==> src/rtl/sized_data_memory.sv <==
// Byte-addressable 32-bit data memory with byte/half/word access,
// optional clear-after-reset and a single-outstanding valid/ready port.
module sized_data_memory #(
  parameter int DEPTH      = 64,
  parameter int ADDR_WIDTH = 32,
  parameter bit INIT_CLEAR = 1'b1
) (
  input  logic                  clock,
  input  logic                  reset_n,
  input  logic                  req_valid,
  output logic                  req_ready,
  input  logic                  req_write,
  input  logic [1:0]            req_size,
  input  logic                  req_unsigned,
  input  logic [ADDR_WIDTH-1:0] address,
  input  logic [31:0]           write_Data,
  output logic                  rsp_valid,
  input  logic                  rsp_ready,
  output logic [31:0]           read_Data,
  output logic                  rsp_error
);

  localparam int AW = $clog2(DEPTH);

  typedef enum logic [1:0] {
    INIT,
    IDLE,
    RESP
  } state_t;

  state_t          state_q, state_d;
  logic [AW-1:0]   cnt_q, cnt_d;
  logic [31:0]     rdata_q, rdata_d;
  logic            err_q, err_d;

  logic [31:0]     mem_q [DEPTH];

  logic [AW-1:0]   widx;
  logic [1:0]      lane;
  logic            oob;
  logic            req_err;
  logic [31:0]     shifted;
  logic [31:0]     load_val;

  logic            mem_we;
  logic [AW-1:0]   mem_idx;
  logic [3:0]      mem_be;
  logic [31:0]     mem_wd;

  assign widx      = address[AW+1:2];
  assign lane      = address[1:0];
  assign req_ready = (state_q == IDLE);
  assign rsp_valid = (state_q == RESP);
  assign read_Data = rdata_q;
  assign rsp_error = err_q;

  // Decode faults and build the extended load value from the addressed word
  always_comb begin
    oob     = {1'b0, address} >= (ADDR_WIDTH+1)'(4 * DEPTH);
    req_err = 1'b1;
    case (req_size)
      2'b00:   req_err = oob;
      2'b01:   req_err = oob | lane[0];
      2'b10:   req_err = oob | (|lane);
      default: req_err = 1'b1;
    endcase
    shifted  = mem_q[widx] >> {lane, 3'b000};
    load_val = shifted;
    unique case (1'b1)
      (req_size == 2'b00):
        load_val = req_unsigned ? {24'b0, shifted[7:0]}
                                : {{24{shifted[7]}}, shifted[7:0]};
      (req_size == 2'b01):
        load_val = req_unsigned ? {16'b0, shifted[15:0]}
                                : {{16{shifted[15]}}, shifted[15:0]};
      default:
        load_val = shifted;
    endcase
  end

  // Select the memory write port: clearing sweep or an accepted store
  always_comb begin
    mem_we  = 1'b0;
    mem_idx = widx;
    mem_be  = 4'b0000;
    mem_wd  = write_Data << {lane, 3'b000};
    if (state_q == INIT) begin
      mem_we  = 1'b1;
      mem_idx = cnt_q;
      mem_be  = 4'b1111;
      mem_wd  = 32'b0;
    end else if (state_q == IDLE && req_valid && req_write && !req_err) begin
      mem_we = 1'b1;
      case (req_size)
        2'b00:   mem_be = 4'b0001 << lane;
        2'b01:   mem_be = 4'b0011 << lane;
        default: mem_be = 4'b1111;
      endcase
    end
  end

  // Byte-lane write into the storage array
  always_ff @(posedge clock) begin
    if (mem_we && reset_n) begin
      for (int b = 0; b < 4; b++) begin
        if (mem_be[b]) mem_q[mem_idx][8*b +: 8] <= mem_wd[8*b +: 8];
      end
    end
  end

  // Next state, clear counter and registered response
  always_comb begin
    state_d = state_q;
    cnt_d   = cnt_q;
    rdata_d = rdata_q;
    err_d   = err_q;
    case (state_q)
      INIT: begin
        cnt_d = cnt_q + 1'b1;
        if (cnt_q == AW'(DEPTH - 1)) state_d = IDLE;
      end
      IDLE: begin
        if (req_valid) begin
          state_d = RESP;
          err_d   = req_err;
          rdata_d = (req_err || req_write) ? 32'b0 : load_val;
        end
      end
      RESP: begin
        if (rsp_ready) state_d = IDLE;
      end
      default: state_d = IDLE;
    endcase
  end

  // State and response registers
  always_ff @(posedge clock or negedge reset_n) begin
    if (!reset_n) begin
      if (INIT_CLEAR) state_q <= INIT;
      else            state_q <= IDLE;
      cnt_q   <= '0;
      rdata_q <= 32'b0;
      err_q   <= 1'b0;
    end else begin
      state_q <= state_d;
      cnt_q   <= cnt_d;
      rdata_q <= rdata_d;
      err_q   <= err_d;
    end
  end

endmodule

==> config.mk <==
export PLATFORM = sky130hd
export DESIGN_NAME = sized_data_memory
export DESIGN_NICKNAME = d
export VERILOG_FILES = /design/src/rtl/sized_data_memory.sv
export SDC_FILE = /design/constraint.sdc
export NUM_CORES = 2
export LEC_CHECK = 0
export CAP_MARGIN = 20
export CORE_MARGIN = 2
export CORE_UTILIZATION = 50
export DETAILED_ROUTE_END_ITERATION = 7
export GPL_ROUTABILITY_DRIVEN = 0
export GPL_TIMING_DRIVEN = 0
export PLACE_DENSITY = 0.62
export SYNTH_ARGS = -nofsm -noshare
export SYNTH_HDL_FRONTEND = slang
export SYNTH_SLANG_ARGS = --single-unit
export TNS_END_PERCENT = 50
==> constraint.sdc <==
create_clock -name clock -period 6.2 [get_ports clock]
set_input_delay 0.93 -clock clock [delete_from_list [all_inputs] [get_ports clock]]
set_output_delay 0.93 -clock clock [all_outputs]
set_load 0.03 [all_outputs]
**Word level (Yosys, flattened, before mapping)**

Memories as Yosys holds them, arrays and structs flattened.
Index checks and enable logic that the tools add are counted.

- Logic and storage cells: 60
- Bits of input ports: 72
- Register bits: 41
- Bits in writable memories: 2048
- Memories: 1

Memories:

| name | words | width | read ports | clocked after memory_dff | write ports | line | text |
|---|---|---|---|---|---|---|---|
| mem_q | 64 | 32 | 1 | 0 | 1 | 36 | `logic [31:0] mem_q [DEPTH];` |

- Bitwise logic cells: 2
- $lt $le $gt $ge: 1
- Muxes and demuxes: 28
- $add $sub $neg: 1
- Shifts and indexed selects: 4
- Reductions and logical operators: 11
- Eq/ne operators: 8

Operators with widths:

| operator | count |
|---|---|
| 32-bit 2-to-1 mux | 4 |
| 32-bit one-hot mux with 2 select lines | 1 |
| 32-bit by 9-bit >= comparator with 1-bit output (second input constant) | 1 |
| 32-bit by 5-bit left shift with 32-bit output | 1 |
| 32-bit by 5-bit right shift with 32-bit output | 1 |
| 1-bit 2-to-1 mux | 14 |
| 4-bit 2-to-1 mux | 2 |
| 4-bit one-hot mux with 2 select lines | 1 |
| 6-bit by 1-bit adder with 6-bit output (second input constant) | 1 |
| 6-bit equality test (second input constant) | 1 |
| 2-bit 2-to-1 mux | 3 |
| 6-bit 2-to-1 mux | 1 |
| 2-bit one-hot mux with 3 select lines | 1 |
| 2-bit by 1-bit equality test with 1-bit output (second input constant) | 2 |
| 2-bit equality test (second input constant) | 2 |
| 1-bit logical AND | 4 |
| 2-bit zero test | 2 |
| 2-bit by 1-bit inequality test with 1-bit output (second input constant) | 2 |
| 1-bit by 2-bit left shift with 4-bit output (first input constant) | 1 |
| 2-bit by 2-bit left shift with 4-bit output (first input constant) | 1 |
| 1-bit one-hot mux with 3 select lines | 1 |
| 3-bit AND reduction | 1 |
| 2-bit inequality test (second input constant) | 1 |
| 1-bit bitwise OR | 2 |
| 4 further kinds | 4 |

**Logic depth before layout (Yosys ltp)**

- Depth in word-level cells: 10
- Gate-level depth with buffers: 18
- Gate-level depth less buffers: 9

**Least setup slack after synthesis**

OpenSTA, ideal clock, no wires.

- Path kind: in2reg
- From: in address[1]
- To: mem mem_q[0][24], data pin
- Data arrival time: 4.747 ns
- Stages on the path: 5
- Data required time: 5.479 ns
- Setup slack: 0.733 ns
- Path buffers: 3
- Cells stage by stage: clkbuf_1 > clkbuf_1 > clkbuf_1 > a211oi_1 > a211oi_1

- Longest elaborated chain between the ends: 2

RTL lines:

| what | line | text |
|---|---|---|
| start: declaration | 15 | `input logic [ADDR_WIDTH-1:0] address,` |
| 32-bit by 5-bit left shift with 32-bit output | 86 | `mem_wd = write_Data << {lane, 3'b000};` |
| 32-bit 2-to-1 mux | 87 | `if (state_q == INIT) begin` |
| named net mem_wd[24] | 48 | `logic [31:0] mem_wd;` |
| end: declaration | 36 |  |

The timed path passes the listed nets, and every way through them passes these cells.

**Final worst setup path**

- From: in address[5]
- To: mem mem_q[25][28], enable pin

- Longest elaborated chain between the ends: 10

RTL lines:

| what | line | text |
|---|---|---|
| 32-bit by 9-bit >= comparator with 1-bit output | 59 | `oob = {1'b0, address} >= (ADDR_WIDTH+1)'(4 * DEPTH);` |
| 1-bit bitwise OR, on equally long branches | 64, 63 |  |
| 1-bit one-hot mux with 3 select lines | 61 | `case (req_size)` |
| 1-bit zero test | 92 | `end else if (state_q == IDLE && req_valid && req_write && !req_err) begin` |
| 1-bit logical AND | 92 |  |
| 4-bit 2-to-1 mux / 1-bit 2-to-1 mux (equally long branches) | 92 |  |
| 4-bit 2-to-1 mux / 1-bit 2-to-1 mux (equally long branches) | 87 |  |
| 1-bit 2-to-1 mux / 1-bit logical AND (equally long branches) | 106, 104 |  |
| 1-bit 2-to-1 mux | 104 | `if (mem_we && reset_n) begin` |
| 1-bit 2-to-1 mux (not written as such) | 106 | `if (mem_be[b]) mem_q[mem_idx][8*b +: 8] <= mem_wd[8*b +: 8];` |

Several ways; a longest one is shown, not always the timed one.

==> flow_summary_export.csv <==
group,metric,value,unit
global_routing,gr-total-overflow,0,
clock_tree,cts_buffers,207,
die,die_area,169000,µm²
place,dpl.hpwl,210000,µm
place,port_buffers,103,
clock_tree,postCtsHoldBufs,0,
die,core_area,165000,µm²
timing,maxSlewViolCount,0,
setup_path,crit_buf_inv,8,
timing,rsz0062_at_grt,"true",
final_layout,n_fill_cell,11700,
die,start_util,50.2,%
synth,ys_ff_latch,2089,
timing,hold_viol,0,
final_layout,fin_nets,4510,
pwr,cellPowerDensity,358,nW/µm²
route,drc_errors,50,
setup_path,path_delay_family,"buffers and inverters",
synth,synth.yosys.seq_area_share,75.6,%
outcome,violations,"design-rule violations, negative setup slack",
min_path,hold_class,"in -> async",
setup_path,worst_ep_required_time,6.69,ns
setup_path,end_kind,"register",
die,num_rows,149,
synth,synthFlopType,"edfxtp_1",
route,firstDrtPassIters,8,
setup_path,worst-path-max-fanout,10,
synth,synth_cell_types,55,
timing,finalCriticalPeriod,6.64,ns
setup_path,cp_data_arrival_time,7.13,ns
outcome,status,"finished with violations",
clock_tree,cts_tree,"built",
global_routing,grt_pass1_wl,402000,µm
pwr,pwr-share-seq,47.9,%
pwr,power.switching,9.90,mW
synth,avgSynthCellArea,21.2,µm²
job,maxCapViolations,0,
global_routing,grt_start_max_net_pins,57,
die,die_y,411,µm
synth,yosysWarnings,0,
clock_tree,cts.path.max_buffers,3,
place,post-place-cells,6409,
pwr,p_leak,31.5,nW
global_routing,grt_pass1_vias,44700,
final_layout,drive_above_1_share,32.8,%
synth,synth_edf_count,2048,
global_routing,grt_usage,36.3,%
timing,worst_slew_pin_slew,1.35,ns
clock_tree,htree_levels,4,
setup_path,startpoint_type,"input port",
clock_tree,clk_latency,0.88,ns
final_layout,multi_input_area,20200,µm²
timing,holdWs,0.0426,ns
pwr,fin_total_pwr,35.0,mW
timing,clock_skew,0.0824,ns
route,routedWlPerCell,44.7,µm
setup_path,crit_slowest_cell,"nor2_2",
final_layout,instances_no_fill,6808,
route,dr_total_vias,47300,
synth,postSynthCellCount,3897,
timing,layout_setup_ws,-0.440,ns
pwr,p_sw_share,28.3,%
timing,worst_slew_margin_rel,10.3,%
timing,setup_viol,1207,
final_layout,final_core_util,59.3,%
synth,async_reset_ff_share,1.96,%
route,first_iter_violations,9245,
final_layout,regArea,62500,µm²
setup_path,r2r_slack,1.08,ns
clock_tree,path_clk_slew,0.06,ns
pwr,peakVddDrop,0.337,mV
timing,fmax,0.151,GHz
global_routing,antenna_found_initial,15,
pwr,combPwrFrac,16.2,%
route,ant_nets,0,
synth,syn_area,82700,µm²
route,wirelength,304000,µm
synth,syn_nets,3974,
pwr,p_int,25.1,mW
pwr,clockPowerShare,35.9,%
setup_path,path_cells,"clkdlybuf4s15_2, buf_2, buf_2, buf_4, buf_4, buf_4, buf_4, buf_4, a31oi_1, nor2_1, nand2_1, nor2_2",
die,ios,107,
setup_path,max_stage_delay,0.77,ns
die,die_width,411,µm
clock_tree,clockRootBuffer,"clkbuf_16",
route,routed_via_density,6.95,
setup_path,cp_common_cell,"buf_4",
final_layout,area_growth_syn_to_layout,18.1,%
setup_path,crit_type,"in -> reg",
clock_tree,cts.sinks,2089,
timing,post-route-period-util,107,%
==> routing by layer <==
| metal | routed length [µm] | vias to the layer above | GRT usage, % |
|---|---|---|---|
| li1 | - | 17400 | - |
| met2 | 128000 | 4091 | 50.4 |
| met1 | 106000 | 24900 | 47.4 |
| met5 | 786 | - | 2.60 |
| met4 | 21700 | 20 | 20.5 |
| met3 | 47400 | 930 | 16.3 |
==> synth_stat cells, drive strengths merged, types with 11 or more instances <==
cell,n,area (µm²)
nor2b,39,244
inv,19,71.3
nor3,156,781
mux2,19,214
nand2,102,383
nor4,11,68.8
nand2b,14,87.6
o221ai,21,184
o22ai,21,131
mux4,568,12800
and2,12,75.1
a211oi,42,315
a21oi,58,290
nand3,11,55.1
buf,149,971
o21ai,32,160
dfrtp,41,1030
nor2,184,691
edfxtp,2048,61500
clkbuf,105,394
a22oi,13,97.6
mux2i,142,1420
==> timing repair <==
action	4_1_cts	5_1_grt
setup endpoints to repair	2069	514
buffers inserted	0	0
pin swaps	2	0
gates resized for setup	111	46
==> sequential cells by signal, summed over array words and instances, names as in the netlist <==
name	count
state_q	2
read_Data	32
mem_q	2048
cnt_q	6
rsp_error	1
==> power groups by stage <==
| stage | sequential (mW) | combinational (mW) | clock [mW] |
|---|---|---|---|
| global placement | 17.3 | 4.26 | 0 |
| floorplan | 17.2 | 2.09 | 0 |
| CTS | 16.8 | 5.28 | 12.6 |
| finish | 16.8 | 5.67 | 12.6 |
| detailed placement | 17.1 | 5.16 | 0 |
| global route | 16.8 | 5.65 | 13.1 |
==> area by class of cell <==
| cell class | instances | share of cell area (%) |
|---|---|---|
| well taps | 2189 | 2.80 |
| repair buffers | 331 | 4.16 |
| inverters | 19 | 0.0730 |
| multi-input cells | 1535 | 20.6 |
| flip-flops and latches | 2089 | 64.0 |
| plain buffers | 250 | 1.45 |
| clock inverters | 126 | 1.27 |
| clock buffers | 261 | 5.56 |
| diodes | 8 | 0.0205 |
==> layout by cell type (no fill, tap or decap), drive strengths merged, types with 25 or more instances in the layout <==
cell and n:
nor3 156, a211oi 42, a21oi 58, dfrtp 41, clkdlybuf4s50 101, clkinv 97, inv 25, nor2b 39
edfxtp 2048, mux4 568, clkbuf 362, buf 376, nor2 184, nand2 102, o21ai 32, mux2i 142
==> logic make-up after synthesis <==
logic type,share of synthesized area [%]
multiplexers,17.4
AND/OR/NAND/NOR,3.07
AO/OA/AOI/OAI,2.00
adder cells (fa/ha/maj),0.0757
XOR/XNOR,0.0530
buffers and inverters,1.74
flip-flops,75.6
==> path summary, 6_finish.rpt <==
kind,from,end,cells after the start
max,address[5],mem_q[25][28],12
min,reset_n,cnt_q[3],1
max reg2reg,state_q[0],mem_q[35][26],10
min reg2reg,read_Data[30],read_Data[30],2
max in group asynchronous,reset_n,read_Data[28],2
min in group clock,read_Data[30],read_Data[30],2
==> through the flow <==
stage               cell area (µm²)  TNS [ns]  setup WS (ns)
finish                        97700   -180.71         -0.440
global route                  97700     -7.58         -0.112
CTS                           97400         0         0.0359
detailed placement            90300  -4499.44          -3.02
global placement              86500  -8179.56          -4.11
floorplan                     82700         0          0.733
Power figures use the tool's default switching activity.
